File: config.mk
export PLATFORM = sky130hd
export DESIGN_NAME = rand_arbiter
export DESIGN_NICKNAME = d
export VERILOG_FILES = /design/src/rtl/rand_arbiter.sv
export SDC_FILE = /design/constraint.sdc
export NUM_CORES = 1
export LEC_CHECK = 0
export BUFFER_PORTS_ARGS = -buffer_cell sky130_fd_sc_hd__buf_2
export CAP_MARGIN = 20
export CORE_UTILIZATION = 40
export DETAILED_ROUTE_END_ITERATION = 7
export PLACE_DENSITY = 0.62
export SYNTH_ARGS = -nofsm -noshare
export SYNTH_HDL_FRONTEND = slang
export SYNTH_SLANG_ARGS = --single-unit
File: constraint.sdc
create_clock -name clk -period 8.4 [get_ports clk]
set_input_delay 1.68 -clock clk [delete_from_list [all_inputs] [get_ports clk]]
set_output_delay 1.68 -clock clk [all_outputs]
set_load 0.05 [all_outputs]
File: src/rtl/rand_arbiter.sv
// rand_arbiter: round-robin arbiter that shares one free-running 32-bit random
// generator among NUM_REQ requesters. Each grant carries a value reduced to the
// requester's range [0, bound-1] by masked rejection sampling. A deterministic
// fold is used once MAX_TRIES samples have all been rejected.
module rand_arbiter #(
  parameter int NUM_REQ   = 4,
  parameter int BOUND_W   = 8,
  parameter int MAX_TRIES = 4
) (
  input  logic                       clk,
  input  logic                       rst,
  input  logic [NUM_REQ-1:0]         req,
  input  logic [NUM_REQ*BOUND_W-1:0] bound,
  input  logic [31:0]                rand_in,
  output logic [NUM_REQ-1:0]         gnt,
  output logic [BOUND_W-1:0]         rnd_out,
  output logic                       rnd_valid,
  output logic                       busy
);

  localparam int IDX_W = (NUM_REQ > 1) ? $clog2(NUM_REQ) : 1;
  localparam int TRY_W = (MAX_TRIES > 1) ? $clog2(MAX_TRIES) : 1;

  typedef enum logic [1:0] {
    IDLE   = 2'd0,
    SAMPLE = 2'd1,
    DONE   = 2'd2
  } state_t;

  // Smallest all-ones mask covering [0, b-1]; ranges of size 0 or 1 need no bits.
  function automatic logic [BOUND_W-1:0] range_mask(input logic [BOUND_W-1:0] b);
    logic [BOUND_W-1:0] m;
    if (b <= BOUND_W'(1)) begin
      m = '0;
    end else begin
      m = b - BOUND_W'(1);
      for (int s = 1; s < BOUND_W; s = s * 2) begin
        m = m | (m >> s);
      end
    end
    return m;
  endfunction

  // Fallback reduction of a rejected in-mask candidate. Since the mask is below
  // 2*bound, cand - b always lands inside [0, b-1].
  function automatic logic [BOUND_W-1:0] fold(input logic [BOUND_W-1:0] cand,
                                              input logic [BOUND_W-1:0] b);
    return cand - b;
  endfunction

  state_t             state_q, state_d;
  logic [IDX_W-1:0]   ptr_q;
  logic [TRY_W-1:0]   try_q;

  // Request context captured in the IDLE cycle that selects the requester.
  logic [IDX_W-1:0]   idx_p0;
  logic [BOUND_W-1:0] bound_p0;
  logic [BOUND_W-1:0] mask_p0;

  logic               sel_found;
  logic [IDX_W-1:0]   sel_idx;
  logic [BOUND_W-1:0] sel_bound;

  logic [BOUND_W-1:0] cand;
  logic               small_range;
  logic               accept;
  logic               last_try;
  logic               finish;
  logic [BOUND_W-1:0] result;

  logic               unused_rand;
  assign unused_rand = ^rand_in[31:BOUND_W];

  // Round-robin pick: first requesting index at or after ptr, with wrap.
  always_comb begin
    int j;
    j         = 0;
    sel_found = 1'b0;
    sel_idx   = '0;
    sel_bound = '0;
    for (int i = 0; i < NUM_REQ; i++) begin
      j = int'(ptr_q) + i;
      if (j >= NUM_REQ) j = j - NUM_REQ;
      if (!sel_found && req[j]) begin
        sel_found = 1'b1;
        sel_idx   = IDX_W'(j);
        sel_bound = bound[j*BOUND_W +: BOUND_W];
      end
    end
  end

  // Sample evaluation against the current generator output.
  always_comb begin
    cand        = rand_in[BOUND_W-1:0] & mask_p0;
    small_range = (bound_p0 <= BOUND_W'(1));
    accept      = small_range || (cand < bound_p0);
    last_try    = (try_q == TRY_W'(MAX_TRIES - 1));
    finish      = accept || last_try;
    if (small_range) begin
      result = '0;
    end else if (accept) begin
      result = cand;
    end else begin
      result = fold(cand, bound_p0);
    end
  end

  // State register and control counters.
  always_ff @(posedge clk or negedge rst) begin
    if (!rst) begin
      state_q <= IDLE;
      ptr_q   <= '0;
      try_q   <= '0;
    end else begin
      state_q <= state_d;
      if (state_q == IDLE && sel_found) begin
        try_q <= '0;
      end else if (state_q == SAMPLE && !finish) begin
        try_q <= try_q + TRY_W'(1);
      end
      if (state_q == DONE) begin
        ptr_q <= (idx_p0 == IDX_W'(NUM_REQ - 1)) ? '0 : idx_p0 + IDX_W'(1);
      end
    end
  end

  // Next-state logic.
  always_comb begin
    state_d = state_q;
    case (state_q)
      IDLE:    if (sel_found) state_d = SAMPLE;
      SAMPLE:  if (finish) state_d = DONE;
      DONE:    state_d = IDLE;
      default: state_d = IDLE;
    endcase
  end

  // Combinational outputs.
  always_comb begin
    busy = (state_q != IDLE);
  end

  // Latch the selected requester's index, bound and mask.
  always_ff @(posedge clk) begin
    if (state_q == IDLE && sel_found) begin
      idx_p0   <= sel_idx;
      bound_p0 <= sel_bound;
      mask_p0  <= range_mask(sel_bound);
    end
  end

  // Registered grant outputs, loaded on the SAMPLE->DONE transition.
  always_ff @(posedge clk or negedge rst) begin
    if (!rst) begin
      gnt       <= '0;
      rnd_valid <= 1'b0;
      rnd_out   <= '0;
    end else begin
      gnt       <= '0;
      rnd_valid <= 1'b0;
      if (state_q == SAMPLE && finish) begin
        gnt       <= NUM_REQ'(1) << idx_p0;
        rnd_valid <= 1'b1;
        rnd_out   <= result;
      end
    end
  end

endmodule

## Word-level counts from Yosys, hierarchy flattened

Index checks and enable logic that the tools add are counted.

- Register bits after elaboration: 37
- Input port bits: 70
- Output and inout port bits: 14
- Word-level logic and storage cells: 100

- $add $sub $neg: 11
- Order comparisons: 11
- Equal/unequal tests: 6
- Shift-type cells: 5
- Muxes and demuxes: 38
- Bitwise operators: 4
- Reduce and logical (&&, ||, !) cells: 16

Operator list:

| cell | number |
|---|---|
| < comparator 32 x 4 -> 1 bit, second input constant | 4 |
| 2-to-1 mux 32 bit | 4 |
| variable part select 32 x 32 -> 8 bit | 4 |
| 2-to-1 mux 8 bit | 6 |
| 2-to-1 mux 2 bit | 9 |
| <= comparator 8 x 1 -> 1 bit, second input constant | 2 |
| 2-to-1 mux 1 bit | 13 |
| subtractor 3 x 3 -> 4 bit, second input constant | 3 |
| greater-or-equal comparator 3 bit, second input constant | 3 |
| bitwise AND 8 bit | 1 |
| binary-select mux 1 bit (select 2 bit) | 4 |
| < comparator 8 bit | 1 |
| OR 8 x 4 -> 8 bit | 1 |
| OR 8 x 6 -> 8 bit | 1 |
| OR 8 x 7 -> 8 bit | 1 |
| subtractor 8 x 1 -> 8 bit, second input constant | 1 |
| subtractor 8 bit | 1 |
| adder 2 x 2 -> 3 bit, second input constant | 2 |
| == test 2 bit, second input constant | 3 |
| logical AND 1 bit | 6 |
| adder 2 x 1 -> 2 bit, second input constant | 2 |
| logical NOT 1 bit | 4 |
| 2-to-1 mux 4 bit | 1 |
| != test 2 bit, second input constant | 2 |
| other kinds (10) | 12 |

## Depth between registers and ports, before layout

Gate-level depths: netlist (run 1).

- Depth in word-level cells: 19
- Mapped depth: 18
- Mapped depth without buffers: 13

## Worst setup path before layout (run 1)

No wires, ideal clock.

- Path kind: input-to-reg
- Start: in req[0]
- End: reg mask_p0[0] (data pin)
- Arrival time: 3.963 ns
- Required time: 8.116 ns
- Setup slack: 4.153 ns
- Stages: 12
- Path buffers: 2
- Path through: buf_2 mux4_2 or2_1 buf_6 a21o_1 a21oi_4 ha_1 nand2_1 nor2b_1 a31oi_1 a21oi_2 a41oi_1

- Cells in the longest elaborated chain, start to end: 17
- Elaborated cells between the ends (all ways): 30
- Classes of those cells: 1 x add/sub; 1 x order compare; 19 x mux; 3 x bitwise; 6 x reduce/logical

RTL lines:

| item | RTL line | RTL |
|---|---|---|
| start, declared | 12 | `input logic [NUM_REQ-1:0] req,` |
| binary-select mux 1 bit (select 2 bit) | 84 | `if (!sel_found && req[j]) begin` |
| 2-to-1 mux 1 bit (not written as such) (2 in a row) | 84 |  |
| 2-to-1 mux 1 bit | 84 |  |
| logical NOT 1 bit | 84 |  |
| logical AND 1 bit | 84 |  |
| 2-to-1 mux 1 bit | 84 |  |
| logical NOT 1 bit | 84 |  |
| logical AND 1 bit | 84 |  |
| 2-to-1 mux 1 bit | 84 |  |
| logical NOT 1 bit | 84 |  |
| logical AND 1 bit | 84 |  |
| 2-to-1 mux 8 bit * | 84 |  |
| subtractor 8 x 1 -> 8 bit | 36 | `m = b - BOUND_W'(1);` |
| OR 8 x 7 -> 8 bit | 38 | `m = m \| (m >> s);` |
| OR 8 x 6 -> 8 bit | 38 |  |
| OR 8 x 4 -> 8 bit | 38 |  |
| end signal, assigned | 148 | `mask_p0 <= range_mask(sel_bound);` |
| end, declared | 58 | `logic [BOUND_W-1:0] mask_p0;` |

Every way passes the cells marked *; elsewhere a longest branch is shown, timed or not. The select of a mux whose other input is x is not followed.
A chain may end at the register's enable or synchronous reset.

## Final worst setup path (run 1)

- Start: in req[3]
- End: reg mask_p0[1] (data pin)

The elaborated chain is that of the path after synthesis.

==> results of run 1 <==
[cells by family (layout without fill, tap and decap cells)]
family | after synthesis | in the layout
adder cells (fa/ha/maj) | 21 | 21
AND/OR/NAND/NOR | 103 | 103
XOR/XNOR | 3 | 3
flip-flops | 37 | 37
AO/OA/AOI/OAI | 100 | 100
buffers and inverters | 56 | 104
multiplexers | 56 | 56
[state kept, by name, indices dropped and copies added, names as in the netlist]
| register | flops |
|---|---|
| state_q | 2 |
| rnd_valid | 1 |
| rnd_out | 8 |
| try_q | 2 |
| bound_p0 | 8 |
| idx_p0 | 2 |
| gnt | 4 |
| mask_p0 | 8 |
| ptr_q | 2 |
[critical path: stages]
cell,delay (ns)
buf_2,0.17
mux2_1,0.32
mux2i_1,0.79
a31oi_1,0.32
a21oi_4,0.30
ha_1,0.24
nand2_1,0.14
nor2b_1,0.17
a31oi_1,0.12
a21oi_2,0.28
a41oi_1,0.17
[routing by layer]
layer	track usage	part of all wire	up-vias	routed length, um
met5	0	0	-	0
met1	0.226	0.47	1373	3620
met4	0.0390	0.0061	0	47
met2	0.280	0.48	103	3650
li1	-	-	1489	-
met3	0.0202	0.048	5	366
[power breakdown]
group          internal, uW  total (uW)  switching [uW]  leakage, uW
combinational           525        1350             824      0.00127
sequential              309         340            30.5     0.000401
clock                  57.2         119            62.1    0.0000439
[placed cells by master, fill, tap and decap left out, types with 3 or more instances in the layout]
cell,instances
buf_2,59
nand2_1,35
inv_1,31
mux2i_1,29
a21oi_1,24
mux4_2,20
o21ai_0,20
nor2_1,20
ha_1,20
edfxtp_1,18
dfrtp_1,18
o31ai_1,11
and2_1,11
o221ai_1,8
nand3_1,8
nand2b_1,6
mux2_2,6
a211oi_1,6
nor2b_1,5
a31oi_1,5
clkbuf_8,5
buf_4,5
o31a_2,3
a21boi_0,3
xnor2_1,3
[layout make-up]
class	count	area (sq um)	share of cell area
Multi-Input combinational cell	283	2320	0.579
Clock inverter	3	17.5	0.00436
Inverter	32	120	0.0299
Tap cell	108	135	0.0336
Timing Repair Buffer	64	333	0.0829
Sequential cell	37	1020	0.253
Clock buffer	5	68.8	0.0171
[path summary, 6_finish.rpt]
| path | end | slack [ns] | depth (start not counted) |
|---|---|---|---|
| worst max-delay path | mask_p0[1] | 3.70 | 11 |
| worst min-delay path | try_q[0] | 0.49 | 1 |
| worst max register to register | mask_p0[1] | 3.97 | 14 |
| worst min register to register | try_q[0] | 0.49 | 1 |
| max in group asynchronous | ptr_q[0] | 6.77 | 1 |
| min in group asynchronous | ptr_q[1] | 1.32 | 1 |
[metrics by stage]
stage | worst slack [ns] | area (sq um) | cells | hold slack (ns)
6_report | 3.70 | 4020 | 532 | 0.488
5_1_grt | 3.43 | 4020 | 532 | 0.511
3_3_place_gp | 3.47 | 3930 | 524 | 0.469
2_1_floorplan | 4.15 | 3610 | 376 | 0.457
3_5_place_dp | 3.40 | 3930 | 524 | 0.481
4_1_cts | 3.73 | 4020 | 532 | 0.490
==> results.toml, run 1 <==
[synth]
ys_seq_elements = 37
synth-simple-area-share = 0.142
yosysSeqAreaShare = 0.281
synth-compound-area-share = 0.192
synthFlopType = "dfrtp_1"
synth-adder-area-share = 0.0748
yosys-top-cells-area = "edfxtp_1 15%, dfrtp_1 13%, mux4_2 12%"
synth.most_common_cell = "nand2_1"
synth_warnings = 0
syn_inst = 376
synth-xor-area-share = 0.00727
syn_nets = 467
async_reset_ff_frac = 0.514
yosysTopAreaCell = "edfxtp_1"
synth_cell_types = 58
syn_area_sq_um = 3610
synth_top_area_share = 0.150
yosys-top-cells-count = "35 x nand2_1, 31 x inv_1, 29 x mux2i_1"
synth.avg_cell_area_sq_um = 9.61
synth_top_family_by_area = "multiplexers"
synth_edf_count = 18
synth_mux_area_frac = 0.227

[die]
io_pins = 84
initial_core_util = 0.414
die_x_um = 97.0
core_area_sq_um = 8720
die_h_um = 97.0
rows = 34
die_area_sq_um = 9410

[sta]
maxSlewHeadroom = 0.315
min_period_over_period = 0.559
rsz0062_at_grt = "no"
hold_violations = 0
period_needed_ns = 4.70
worst_pin_slew_ns = 0.999
setup-tns-final_ns = 0
fin_skew_ns = 0.00661
setup_violations = 0
drv_slew = 0
max_freq_ghz = 0.213

[clock_tree]
cts.clk_slew.worst_paths_ns = 0.07
clock-root-buffer = "clkbuf_8"
cts_resized = 0
numCtsBuffers = 5
cts.sinks = 37
clock_latency_ns = 0.29
tritoncts = "built"
ctsHoldBuffers = 0
cts_max_level = 2
postCtsSetupRepairBufs = 0
cts_buffer_depth = 2

[setup_path]
startpoint = "req[3]"
endpoint_kind = "flip-flop"
crit_type = "in2reg"
cp.required_ns = 8.41
start_kind = "input pin"
path_max_fanout = 13
worstPathArrival_ns = 4.71
r2r_start = "ptr_q[0]"

[pwr]
power.leakage_uw = 0.00171
power-per-cell-area_nw_per_um2 = 450
power.total_uw = 1810
ir_drop_v = 0.000160

[final_layout]
area_growth_pct = 11.2
layout.nets = 514
insertedDiodeCount = 0
final_util = 0.461
final.fill_count = 853
drive_above_1_share = 0.271

[placement]
port_buffers = 59
dp_hpwl_mm = 6.06
gp_congestion = 0.821

[global_routing]
grt_max_degree = 54
grt_overflow_total = 0
antenna_found_initial = 0
grt_pass1_vias = 2742
grtUsageTotal = 0.166
grt_pass1_wl_mm = 13.1

[run_status]
status = "complete, no violations"

[routing]
drt-pass1-iter-count = 4
post_drt_wl_per_cell_um = 14.5
ant_nets = 0
drt-total-wl_mm = 7.69
first_iter_violations = 162
avgViaCountPerCell = 5.58
drc = 0
via_count = 2970

[worst_hold_path]
min_from = "try_q[0]"
hp-class = "reg2reg"

[flow_run]
cap_viol_max_count = 0
(Power assumes the default switching activity.)
==> run 2: changes to the inputs <==
ABC_AREA = 1   (was default)
clock period = 4.8 ns   (was 8.4 ns; I/O delays follow)
==> results.toml, run 2 <==
[synth]
syn_nets = 644
syn_inst = 553
yosysSeqAreaShare = 0.279
synth_edf_count = 18
yosys-top-cells-area = "nand2_1 18%, edfxtp_1 15%, dfrtp_1 13%"
async_reset_ff_frac = 0.514
synth.most_common_cell = "nand2_1"
synthFlopType = "dfrtp_1"
synth_warnings = 0
syn_area_sq_um = 3650
synth.avg_cell_area_sq_um = 6.60
synth_top_area_share = 0.184
ys_seq_elements = 37
synth_cell_types = 45
yosys-top-cells-count = "179 x nand2_1, 71 x inv_1, 60 x nand3_1"
yosysTopAreaCell = "nand2_1"

[final_layout]
largestRegisters = "bound_p0 (8), mask_p0 (8), rnd_out (8)"
layout.nets = 697
seqCellArea_sq_um = 1020
area_growth_pct = 11.8
final_common_cell = "nand2_1"
layout_common_cells = "179 x nand2_1, 71 x inv_1, 60 x nand3_1"
final.fill_count = 895
insertedDiodeCount = 0
drive_above_1_share = 0.183
multi_input_area_sq_um = 2210

[sta]
drv_slew = 0
setup-tns-final_ns = 0
min_period_over_period = 0.733
maxSlewHeadroom = 0.552
worst_pin_slew_ns = 0.670
hold_violations = 0
period_needed_ns = 3.52
rsz0062_at_grt = "no"
max_freq_ghz = 0.284
setup_violations = 0
fin_skew_ns = 0.00720

[global_routing]
grt_pass1_vias = 3409
use_met2 = 0.323
grt_pass1_wl_mm = 14.9
met1_usage = 0.246
grt_use_met3 = 0.0309
grt_max_degree = 49
grtUsageTotal = 0.190
grt_overflow_total = 0
antenna_found_initial = 0
busiest_layer = "met2"

[setup_path]
path_max_fanout = 48
start_kind = "flip-flop"
crit_type = "reg2reg"
cp.required_ns = 4.85
worstPathArrival_ns = 3.57
endpoint_kind = "flip-flop"

[placement]
port_buffers = 59
gp_congestion = 0.916
dp_hpwl_mm = 6.71

[clock_tree]
cts.sinks = 37
cts_buffer_depth = 2
cts.clk_slew.worst_paths_ns = 0.07
postCtsSetupRepairBufs = 0
tritoncts = "built"
clock-root-buffer = "clkbuf_8"
ctsHoldBuffers = 0
cts_max_level = 2
clock_latency_ns = 0.29
numCtsBuffers = 5
cts_resized = 0

[die]
die_area_sq_um = 9500
die_h_um = 97.5
core_area_sq_um = 8760
io_pins = 84
initial_core_util = 0.416
rows = 34
die_x_um = 97.5

[run_status]
status = "complete, no violations"

[routing]
drt-total-wl_mm = 8.69
drt-pass1-iter-count = 5
via_count = 3566
avgViaCountPerCell = 4.99
drc = 0
ant_nets = 0
first_iter_violations = 138
post_drt_wl_per_cell_um = 12.2

[worst_hold_path]
hp-class = "reg2reg"

[flow_run]
cap_viol_max_count = 0
==> run 2: kinds of logic (layout without fill, tap and decap cells) <==
kind of cell	after synthesis	count (layout)	synth area share
AOI/OAI and AO/OA	56	56	0.0916
xor gates and xnor gates	6	6	0.0144
adders and majority gates	21	21	0.0741
buffers and inverters	95	149	0.114
DFF	37	37	0.279
muxes	1	1	0.00274
and+or+nand+nor	337	337	0.424
==> run 2: cell type report <==
cell class,instances,area share
tap,108,0.0331
sequential,37,0.249
inverter,78,0.0724
timing repair buffer,63,0.0798
multi-input combinational,421,0.543
clock buffer,8,0.0221
==> run 2: worst max-delay path, cell delays in order (launching register included) <==
cell     delay (ns)
dfrtp_1        0.40
buf_4          0.42
nand2_1        0.15
nand3_2        0.13
nand2_2        0.24
nor2_2         0.46
nand3_2        0.22
nor2_1         0.23
nor2_4         0.09
ha_1           0.26
nand3_2        0.10
nor2_2         0.06
nand3_1        0.07
nand2_1        0.12
nor2_1         0.12
nand2_1        0.07
nand2_2        0.07
nand2_1        0.05
==> run 2: path summary, 6_finish.rpt <==
check | startpoint | endpoint | slack, ns | cells after the start
hold reg to reg | rnd_out[4] | rnd_out[4] | 0.48 | 2
max in group asynchronous | rst | rnd_valid | 3.90 | 1
setup reg to reg | ptr_q[0] | mask_p0[0] | 1.28 | 17
hold / removal | rnd_out[4] | rnd_out[4] | 0.48 | 2
setup / recovery | ptr_q[0] | mask_p0[0] | 1.28 | 17
min in group asynchronous | rst | rnd_out[1] | 0.60 | 1
==> run 2: metal layers <==
layer | vias up | share of wire
li1 | 1877 | -
met4 | 0 | 0.010
met2 | 86 | 0.47
met1 | 1596 | 0.48
met3 | 7 | 0.044
met5 | - | 0
==> run 2: through the flow <==
step | utilization | cells | setup WS [ns] | hold WS (ns) | area, sq um
after floorplan | - | 553 | 1.63 | 0.473 | 3650
after global placement | 0.455 | 707 | 0.956 | 0.461 | 3990
after detailed placement | 0.455 | 707 | 0.938 | 0.463 | 3990
after CTS | 0.465 | 715 | 1.24 | 0.483 | 4080
after global routing | 0.465 | 715 | 0.842 | 0.492 | 4080
final | 0.465 | 715 | 1.28 | 0.480 | 4080
Power of run 2 is left out: the tool's default activity adds up to more than one toggle a clock period on the data nets, which glitch-free logic cannot reach.
